`src/rtl/cc_reorder_merge.sv`:
```
// cc_reorder_merge
//   Merges whole cache lines from the data array (hits) and bursts from the
//   memory AXI R channel (misses) into one in-order INCT R stream. The order
//   of hits and misses comes from a per-request order FIFO. Hit lines are
//   emitted critical-word-first: the word at the stored offset goes out first,
//   and the read pointer wraps around the line.
//
// Ports
//   clk, rst_n       clock, synchronous active-low reset
//   order_wren_i     push one order entry (order_wdata_i: 1 = hit, 0 = miss)
//   order_afull_o    order FIFO holds ORDER_DEPTH-1 or more entries
//   hit_wren_i       push one hit line; hit_wdata_i = {word offset, line}
//   hit_afull_o      hit FIFO holds HIT_DEPTH-1 or more lines
//   mem_r*           memory R channel (slave side; ready is driven here)
//   inct_r*          INCT R channel (registered data/last/valid)
//   err_o            sticky flags: [0] FIFO overflow, [1] burst-length mismatch
module cc_reorder_merge #(
    parameter int DATA_W      = 64,
    parameter int BEATS       = 8,
    parameter int OFS_W       = $clog2(BEATS),
    parameter int ORDER_DEPTH = 16,
    parameter int HIT_DEPTH   = 4
) (
    input  logic                          clk,
    input  logic                          rst_n,
    input  logic                          order_wren_i,
    input  logic                          order_wdata_i,
    output logic                          order_afull_o,
    input  logic                          hit_wren_i,
    input  logic [OFS_W+DATA_W*BEATS-1:0] hit_wdata_i,
    output logic                          hit_afull_o,
    input  logic [DATA_W-1:0]             mem_rdata_i,
    input  logic                          mem_rlast_i,
    input  logic                          mem_rvalid_i,
    output logic                          mem_rready_o,
    output logic [DATA_W-1:0]             inct_rdata_o,
    output logic                          inct_rlast_o,
    output logic                          inct_rvalid_o,
    input  logic                          inct_rready_i,
    output logic [1:0]                    err_o
);

    localparam int LINE_W = DATA_W * BEATS;
    localparam int HIT_W  = OFS_W + LINE_W;
    localparam int OA_W   = $clog2(ORDER_DEPTH);
    localparam int HA_W   = $clog2(HIT_DEPTH);

    localparam logic [OA_W:0]      ORDER_FULL  = (OA_W+1)'(ORDER_DEPTH);
    localparam logic [OA_W:0]      ORDER_AFULL = (OA_W+1)'(ORDER_DEPTH - 1);
    localparam logic [OA_W:0]      ORDER_ONE   = (OA_W+1)'(1);
    localparam logic [HA_W:0]      HIT_FULL    = (HA_W+1)'(HIT_DEPTH);
    localparam logic [HA_W:0]      HIT_AFULL   = (HA_W+1)'(HIT_DEPTH - 1);
    localparam logic [OFS_W-1:0]   K_LAST      = OFS_W'(BEATS - 1);

    typedef enum logic [1:0] {
        ST_IDLE = 2'd0,
        ST_HIT  = 2'd1,
        ST_MISS = 2'd2
    } state_t;

    // ------------------------------------------------------------------
    // Order FIFO (1 bit per request)
    // ------------------------------------------------------------------
    logic            order_mem_q [ORDER_DEPTH];
    logic [OA_W-1:0] order_wptr_q;
    logic [OA_W-1:0] order_rptr_q;
    logic [OA_W-1:0] order_rptr_nx;
    logic [OA_W:0]   order_cnt_q;
    logic            order_empty;
    logic            order_full;
    logic            order_push;
    logic            order_pop;
    logic            order_ovf;
    logic            order_head;
    logic            order_next;

    assign order_empty   = (order_cnt_q == '0);
    assign order_full    = (order_cnt_q == ORDER_FULL);
    // A pop in the same cycle frees the slot, so a push into a full FIFO is legal then.
    assign order_push    = order_wren_i && (!order_full || order_pop);
    assign order_ovf     = order_wren_i && order_full && !order_pop;
    assign order_rptr_nx = order_rptr_q + 1'b1;
    assign order_head    = order_mem_q[order_rptr_q];
    assign order_next    = order_mem_q[order_rptr_nx];
    assign order_afull_o = (order_cnt_q >= ORDER_AFULL);

    always_ff @(posedge clk) begin
        if (order_push) begin
            order_mem_q[order_wptr_q] <= order_wdata_i;
        end
    end

    always_ff @(posedge clk) begin
        if (!rst_n) begin
            order_wptr_q <= '0;
            order_rptr_q <= '0;
            order_cnt_q  <= '0;
        end else begin
            if (order_push) begin
                order_wptr_q <= order_wptr_q + 1'b1;
            end
            if (order_pop) begin
                order_rptr_q <= order_rptr_nx;
            end
            case ({order_push, order_pop})
                2'b10:   order_cnt_q <= order_cnt_q + 1'b1;
                2'b01:   order_cnt_q <= order_cnt_q - 1'b1;
                default: order_cnt_q <= order_cnt_q;
            endcase
        end
    end

    // ------------------------------------------------------------------
    // Hit-line FIFO ({offset, line} per entry)
    // ------------------------------------------------------------------
    logic [HIT_W-1:0] hit_mem_q [HIT_DEPTH];
    logic [HA_W-1:0]  hit_wptr_q;
    logic [HA_W-1:0]  hit_rptr_q;
    logic [HA_W:0]    hit_cnt_q;
    logic             hit_empty;
    logic             hit_full;
    logic             hit_push;
    logic             hit_pop;
    logic             hit_ovf;
    logic [HIT_W-1:0] hit_head;

    assign hit_empty   = (hit_cnt_q == '0);
    assign hit_full    = (hit_cnt_q == HIT_FULL);
    assign hit_push    = hit_wren_i && (!hit_full || hit_pop);
    assign hit_ovf     = hit_wren_i && hit_full && !hit_pop;
    assign hit_head    = hit_mem_q[hit_rptr_q];
    assign hit_afull_o = (hit_cnt_q >= HIT_AFULL);

    always_ff @(posedge clk) begin
        if (hit_push) begin
            hit_mem_q[hit_wptr_q] <= hit_wdata_i;
        end
    end

    always_ff @(posedge clk) begin
        if (!rst_n) begin
            hit_wptr_q <= '0;
            hit_rptr_q <= '0;
            hit_cnt_q  <= '0;
        end else begin
            if (hit_push) begin
                hit_wptr_q <= hit_wptr_q + 1'b1;
            end
            if (hit_pop) begin
                hit_rptr_q <= hit_rptr_q + 1'b1;
            end
            case ({hit_push, hit_pop})
                2'b10:   hit_cnt_q <= hit_cnt_q + 1'b1;
                2'b01:   hit_cnt_q <= hit_cnt_q - 1'b1;
                default: hit_cnt_q <= hit_cnt_q;
            endcase
        end
    end

    // Split the head line into words; the offset add wraps modulo BEATS
    // because both operands are OFS_W bits wide.
    logic [DATA_W-1:0] hit_words [BEATS];
    logic [OFS_W-1:0]  hit_ofs;
    logic [OFS_W-1:0]  hit_widx;
    logic [DATA_W-1:0] hit_word;

    genvar gi;
    generate
        for (gi = 0; gi < BEATS; gi++) begin : g_word
            assign hit_words[gi] = hit_head[gi*DATA_W +: DATA_W];
        end
    endgenerate

    // ------------------------------------------------------------------
    // Merge FSM and output register
    // ------------------------------------------------------------------
    state_t            state_q;
    logic [OFS_W-1:0]  k_q;
    logic [DATA_W-1:0] inct_rdata_q;
    logic              inct_rlast_q;
    logic              inct_rvalid_q;
    logic [1:0]        err_q;

    logic   adv;
    logic   k_last;
    logic   hit_fire;
    logic   mem_fire;
    logic   burst_err;
    state_t chain_state;

    assign hit_ofs  = hit_head[HIT_W-1 -: OFS_W];
    assign hit_widx = hit_ofs + k_q;
    assign hit_word = hit_words[hit_widx];

    // The output register may take a new beat when it is empty or being drained.
    assign adv          = !inct_rvalid_q || inct_rready_i;
    assign k_last       = (k_q == K_LAST);
    assign hit_fire     = (state_q == ST_HIT) && !hit_empty && adv;
    assign mem_rready_o = (state_q == ST_MISS) && adv;
    assign mem_fire     = mem_rready_o && mem_rvalid_i;
    assign burst_err    = mem_fire && (mem_rlast_i != k_last);
    assign hit_pop      = hit_fire && k_last;
    assign order_pop    = hit_pop || (mem_fire && mem_rlast_i);

    // When a transaction ends and a second order entry is already stored,
    // jump straight to its state so consecutive transactions have no gap.
    assign chain_state = (order_cnt_q > ORDER_ONE) ? (order_next ? ST_HIT : ST_MISS) : ST_IDLE;

    always_ff @(posedge clk) begin
        if (!rst_n) begin
            state_q       <= ST_IDLE;
            k_q           <= '0;
            inct_rdata_q  <= '0;
            inct_rlast_q  <= 1'b0;
            inct_rvalid_q <= 1'b0;
            err_q         <= 2'b00;
        end else begin
            err_q <= err_q | {burst_err, order_ovf || hit_ovf};
            case (state_q)
                ST_IDLE: begin
                    k_q <= '0;
                    if (adv) begin
                        inct_rvalid_q <= 1'b0;
                    end
                    if (!order_empty) begin
                        state_q <= order_head ? ST_HIT : ST_MISS;
                    end
                end
                ST_HIT: begin
                    if (hit_fire) begin
                        inct_rdata_q  <= hit_word;
                        inct_rlast_q  <= k_last;
                        inct_rvalid_q <= 1'b1;
                        if (k_last) begin
                            k_q     <= '0;
                            state_q <= chain_state;
                        end else begin
                            k_q <= k_q + 1'b1;
                        end
                    end else if (adv) begin
                        inct_rvalid_q <= 1'b0;
                    end
                end
                ST_MISS: begin
                    if (mem_fire) begin
                        inct_rdata_q  <= mem_rdata_i;
                        inct_rlast_q  <= mem_rlast_i;
                        inct_rvalid_q <= 1'b1;
                        // Only mem rlast ends the burst, whatever the beat count says.
                        if (mem_rlast_i) begin
                            k_q     <= '0;
                            state_q <= chain_state;
                        end else begin
                            k_q <= k_q + 1'b1;
                        end
                    end else if (adv) begin
                        inct_rvalid_q <= 1'b0;
                    end
                end
                default: begin
                    state_q       <= ST_IDLE;
                    k_q           <= '0;
                    inct_rvalid_q <= 1'b0;
                end
            endcase
        end
    end

    assign inct_rdata_o  = inct_rdata_q;
    assign inct_rlast_o  = inct_rlast_q;
    assign inct_rvalid_o = inct_rvalid_q;
    assign err_o         = err_q;

endmodule

```
`config.mk`:
```
export PLATFORM = sky130hd
export DESIGN_NAME = cc_reorder_merge
export DESIGN_NICKNAME = d
export VERILOG_FILES = /design/src/rtl/cc_reorder_merge.sv
export SDC_FILE = /design/constraint.sdc
export NUM_CORES = 2
export LEC_CHECK = 0
export ABC_AREA = 1
export CAP_MARGIN = 30
export CORE_ASPECT_RATIO = 2
export CORE_UTILIZATION = 47
export DETAILED_ROUTE_END_ITERATION = 10
export PLACE_DENSITY_LB_ADDON = 0.08
export SETUP_SLACK_MARGIN = 0.3
export SLEW_MARGIN = 15
export SYNTH_ARGS = -nofsm -noshare
export SYNTH_HDL_FRONTEND = slang
export SYNTH_SLANG_ARGS = --single-unit
```
`constraint.sdc`:
```
create_clock -name clk -period 47.9 [get_ports clk]
set_input_delay 4.79 -clock clk [delete_from_list [all_inputs] [get_ports clk]]
set_output_delay 4.79 -clock clk [all_outputs]
set_load 0.02 [all_outputs]
```
==> results.sh <==
export IMPL_drt_total_wl_mm=289
export IMPL_grt_max_degree=182
export IMPL_maxSlewHeadroom=0.248
export IMPL_drc=0
export IMPL_multi_input_area_um2=21100
export IMPL_finalCritPeriodShare=0.229
export IMPL_regArea_um2=64300
export IMPL_drtIter0Drc=5418
export IMPL_syn_cell_area_um2=88700
export IMPL_whs_path_depth=1
export IMPL_rsz0062_at_grt="no"
export IMPL_grt_pass1_wl_mm=408
export IMPL_crit_type="input pin to primary output"
export IMPL_power_net_switching_mw=1.39
export IMPL_finalHoldViolCount=0
export IMPL_grt_pass1_vias=57300
export IMPL_cts_clk_slew_worst_paths_ns=0.07
export IMPL_critPathSlowestCell="clkdlybuf4s50_1"
export IMPL_syn_area_per_cell_um2=11.5
export IMPL_p_comb_frac=0.188
export IMPL_crit_family="buffers and inverters"
export IMPL_grt_ovfl_total=0
export IMPL_synthAdderAreaFrac=0.00355
export IMPL_seq_area_frac_synth=0.725
export IMPL_status="finished, final reports clean"
export IMPL_grt_usage=0.299
export IMPL_synth_nets=8301
export IMPL_gp_congestion=0.868
export IMPL_hold_worst_slack_ns=0.491
export IMPL_power_share_clock=0.339
export IMPL_htree_levels=4
export IMPL_rr_worst_depth=13
export IMPL_fin_worst_skew_ns=0.0280
export IMPL_internal_power_mw=3.28
export IMPL_syn_inst=7690
export IMPL_cts_tree="built"
export IMPL_cts_resized=0
export IMPL_synth_top_family_by_area="simple AND/OR/NAND/NOR gates"
export IMPL_numPortBuffers=657
export IMPL_drive_above_1_share=0.0550
export IMPL_synth_edf_count=2076
export IMPL_drtAntennaViolNets=0
export IMPL_hold_class="flop to flop"
export IMPL_ios=658
export IMPL_insertion_delay_ns=0.85
export IMPL_nets=8781
export IMPL_seq_power_share=0.473
export IMPL_die_w_um=309
export IMPL_synth_distinct_cells=35
export IMPL_via_per_inst=5.57
export IMPL_max_freq_mhz=91.3
export IMPL_muxShareOfSynthArea=0
export IMPL_critPathMostFrequentCell="clkdlybuf4s50_1"
export IMPL_period_minus_slack_ns=10.95
export IMPL_switching_share=0.298
export IMPL_ir_drop_mv=0.0345
export IMPL_setup_viol=0
export IMPL_synthFlopType="edfxtp_1"
export IMPL_arrival_ns=6.16
export IMPL_area_growth_pct=16.7
export IMPL_holdBufCountCts=0
export IMPL_maxCapViolCount=0
export IMPL_synth_warnings=0
export IMPL_clockBufferDepth=4
export IMPL_endpoint_kind="primary output"
export IMPL_slowest_delay_ns=0.56
export IMPL_cts_buffers=197
export IMPL_dp_hpwl_mm=187
export IMPL_start_util=0.473
export IMPL_async_reset_ff_frac=0
export IMPL_synth_compound_area_frac=0.0328
export IMPL_cts_sinks=2175
export IMPL_antenna_found_initial=121
export IMPL_power_leakage_nw=37.7
export IMPL_root_buffer="clkbuf_16"
export IMPL_path_cells="clkdlybuf4s50_1 -> nor2_1 -> nor2_2 -> clkdlybuf4s50_1"
export IMPL_core_um2=187000
export IMPL_die_area_um2=191000
export IMPL_wl_per_cell_um=26.6
export IMPL_path_depth=4
export IMPL_core_rowCount=225
export IMPL_firstDrtPassIters=8
export IMPL_yosys_area_share_simple=0.200
export IMPL_p_per_area_nw_per_um2=45.1
export IMPL_vias=60600
export IMPL_ys_seq_elements=2175
export IMPL_start_kind="input pin"
export IMPL_fill_cells=15800
export IMPL_fp_dieH_um=616
export IMPL_worst_path_buf_inv=2
export IMPL_required_ns=43.11
export IMPL_worst_pin_slew_ns=1.13
export IMPL_cts_setup_buffers=0
export IMPL_setup_tns_ns=0
export IMPL_synth_xor_area_frac=0.000790
export IMPL_final_util=0.552
export IMPL_drv_slew=0
export IMPL_worst_path_max_fanout=3
per-stage QoR:
step                      setup WS (ns)  instances  total power, mW  instance area (µm²)
after global placement            36.97      10500             3.12                97000
after CTS                         36.95      10800             4.70               103000
final                             36.95      10900             4.68               104000
after global routing              36.89      10800             4.80               103000
after floorplan                   19.85       7690             2.67                88700
after detailed placement          36.95      10500             3.13                97100
placed cells by master (no fill, tap or decap), types with 2 or more instances in the layout:
| master | instances |
|---|---|
| a21oi_1 | 171 |
| buf_12 | 13 |
| buf_16 | 2 |
| buf_4 | 90 |
| bufinv_16 | 21 |
| clkbuf_1 | 36 |
| clkbuf_16 | 202 |
| clkbuf_8 | 6 |
| clkdlybuf4s50_1 | 656 |
| clkinv_1 | 35 |
| clkinv_2 | 42 |
| clkinv_4 | 2 |
| dfxtp_1 | 97 |
| dfxtp_4 | 2 |
| diode_2 | 54 |
| edfxtp_1 | 2076 |
| ha_1 | 20 |
| ha_4 | 2 |
| inv_1 | 227 |
| inv_16 | 2 |
| inv_2 | 4 |
| inv_4 | 2 |
| inv_6 | 3 |
| inv_8 | 4 |
| nand2_1 | 2416 |
| nand3_1 | 1366 |
| nand4_1 | 3 |
| nor2_1 | 392 |
| nor2_4 | 4 |
| nor3_1 | 4 |
| o211ai_1 | 99 |
| o21ai_0 | 225 |
| o21ai_1 | 23 |
| or2_2 | 51 |
| xnor2_1 | 2 |
| xor2_1 | 6 |
final timing paths:
check / startpoint / endpoint / slack (ns)
worst max-delay path: inct_rready_i / mem_rready_o / 36.95
worst min-delay path: hit_cnt_q[0] / hit_cnt_q[0] / 0.49
worst max register to register: flop / inct_rdata_o[6] / 41.25
worst min register to register: hit_cnt_q[0] / hit_cnt_q[0] / 0.49
registers in the layout, indices dropped and copies added (netlist names), 3 cells and up, named ones only:
name,flops
hit_cnt_q,3
inct_rdata_o,64
hit_mem_q,2060
order_mem_q,16
order_wptr_q,4
k_q,3
order_cnt_q,5
order_rptr_q,4
power groups by stage:
| stage | Clock, mW | Combinational, mW | Sequential [mW] |
|---|---|---|---|
| 6_report | 1.59 | 0.879 | 2.21 |
| 5_1_grt | 1.68 | 0.909 | 2.22 |
| 4_1_cts | 1.61 | 0.883 | 2.21 |
| 3_5_place_dp | 0 | 0.881 | 2.25 |
| 3_3_place_gp | 0 | 0.876 | 2.25 |
| 2_1_floorplan | 0 | 0.343 | 2.33 |
cell usage after synthesis, types with 2 or more instances:
library cell  instances  share of area
dfxtp_1              99          0.022
ha_1                 22         0.0031
nand2_1            2417           0.10
or2_2                51         0.0036
o211ai_1             99         0.0084
o21ai_1              23         0.0013
edfxtp_1           2076           0.70
buf_1                58         0.0025
nor3_1                4        0.00023
inv_1               227         0.0096
fa_1                  2        0.00045
clkbuf_1            133         0.0056
buf_6                16         0.0020
nand4_1               3        0.00021
a21oi_1             171         0.0096
xnor2_1               2        0.00020
xor2_1                6        0.00059
inv_2                 8        0.00034
nor2_1              396          0.017
o21ai_0             225          0.013
nand3_1            1366          0.077
buf_4                66         0.0056
buf_2               208          0.012
logic make-up (layout without fill, tap and decap cells):
logic type,Yosys count,after routing
simple gates,4239,4239
flops,2175,2175
buf+inv,717,1349
compound gates,527,527
fa+ha+maj,24,24
xor+xnor,8,8
other cells,0,54
final cells by class:
class / count / share of cell area
flip-flops and latches: 2175 / 0.621
multi-input cells: 4798 / 0.204
repair buffers: 762 / 0.0730
well taps: 2497 / 0.0302
inverters: 236 / 0.00898
clock buffers: 244 / 0.0509
clock inverters: 107 / 0.0102
diodes: 54 / 0.00130
layer usage:
| metal | track usage | vias to the layer above | wire, µm |
|---|---|---|---|
| met5 | 0 | - | 587 |
| met4 | 0.122 | 88 | 12100 |
| met3 | 0.0715 | 475 | 23800 |
| met2 | 0.503 | 2240 | 143000 |
| met1 | 0.369 | 30000 | 109000 |
| li1 | - | 27700 | - |
No activity file was read; power rests on OpenSTA's default activity.
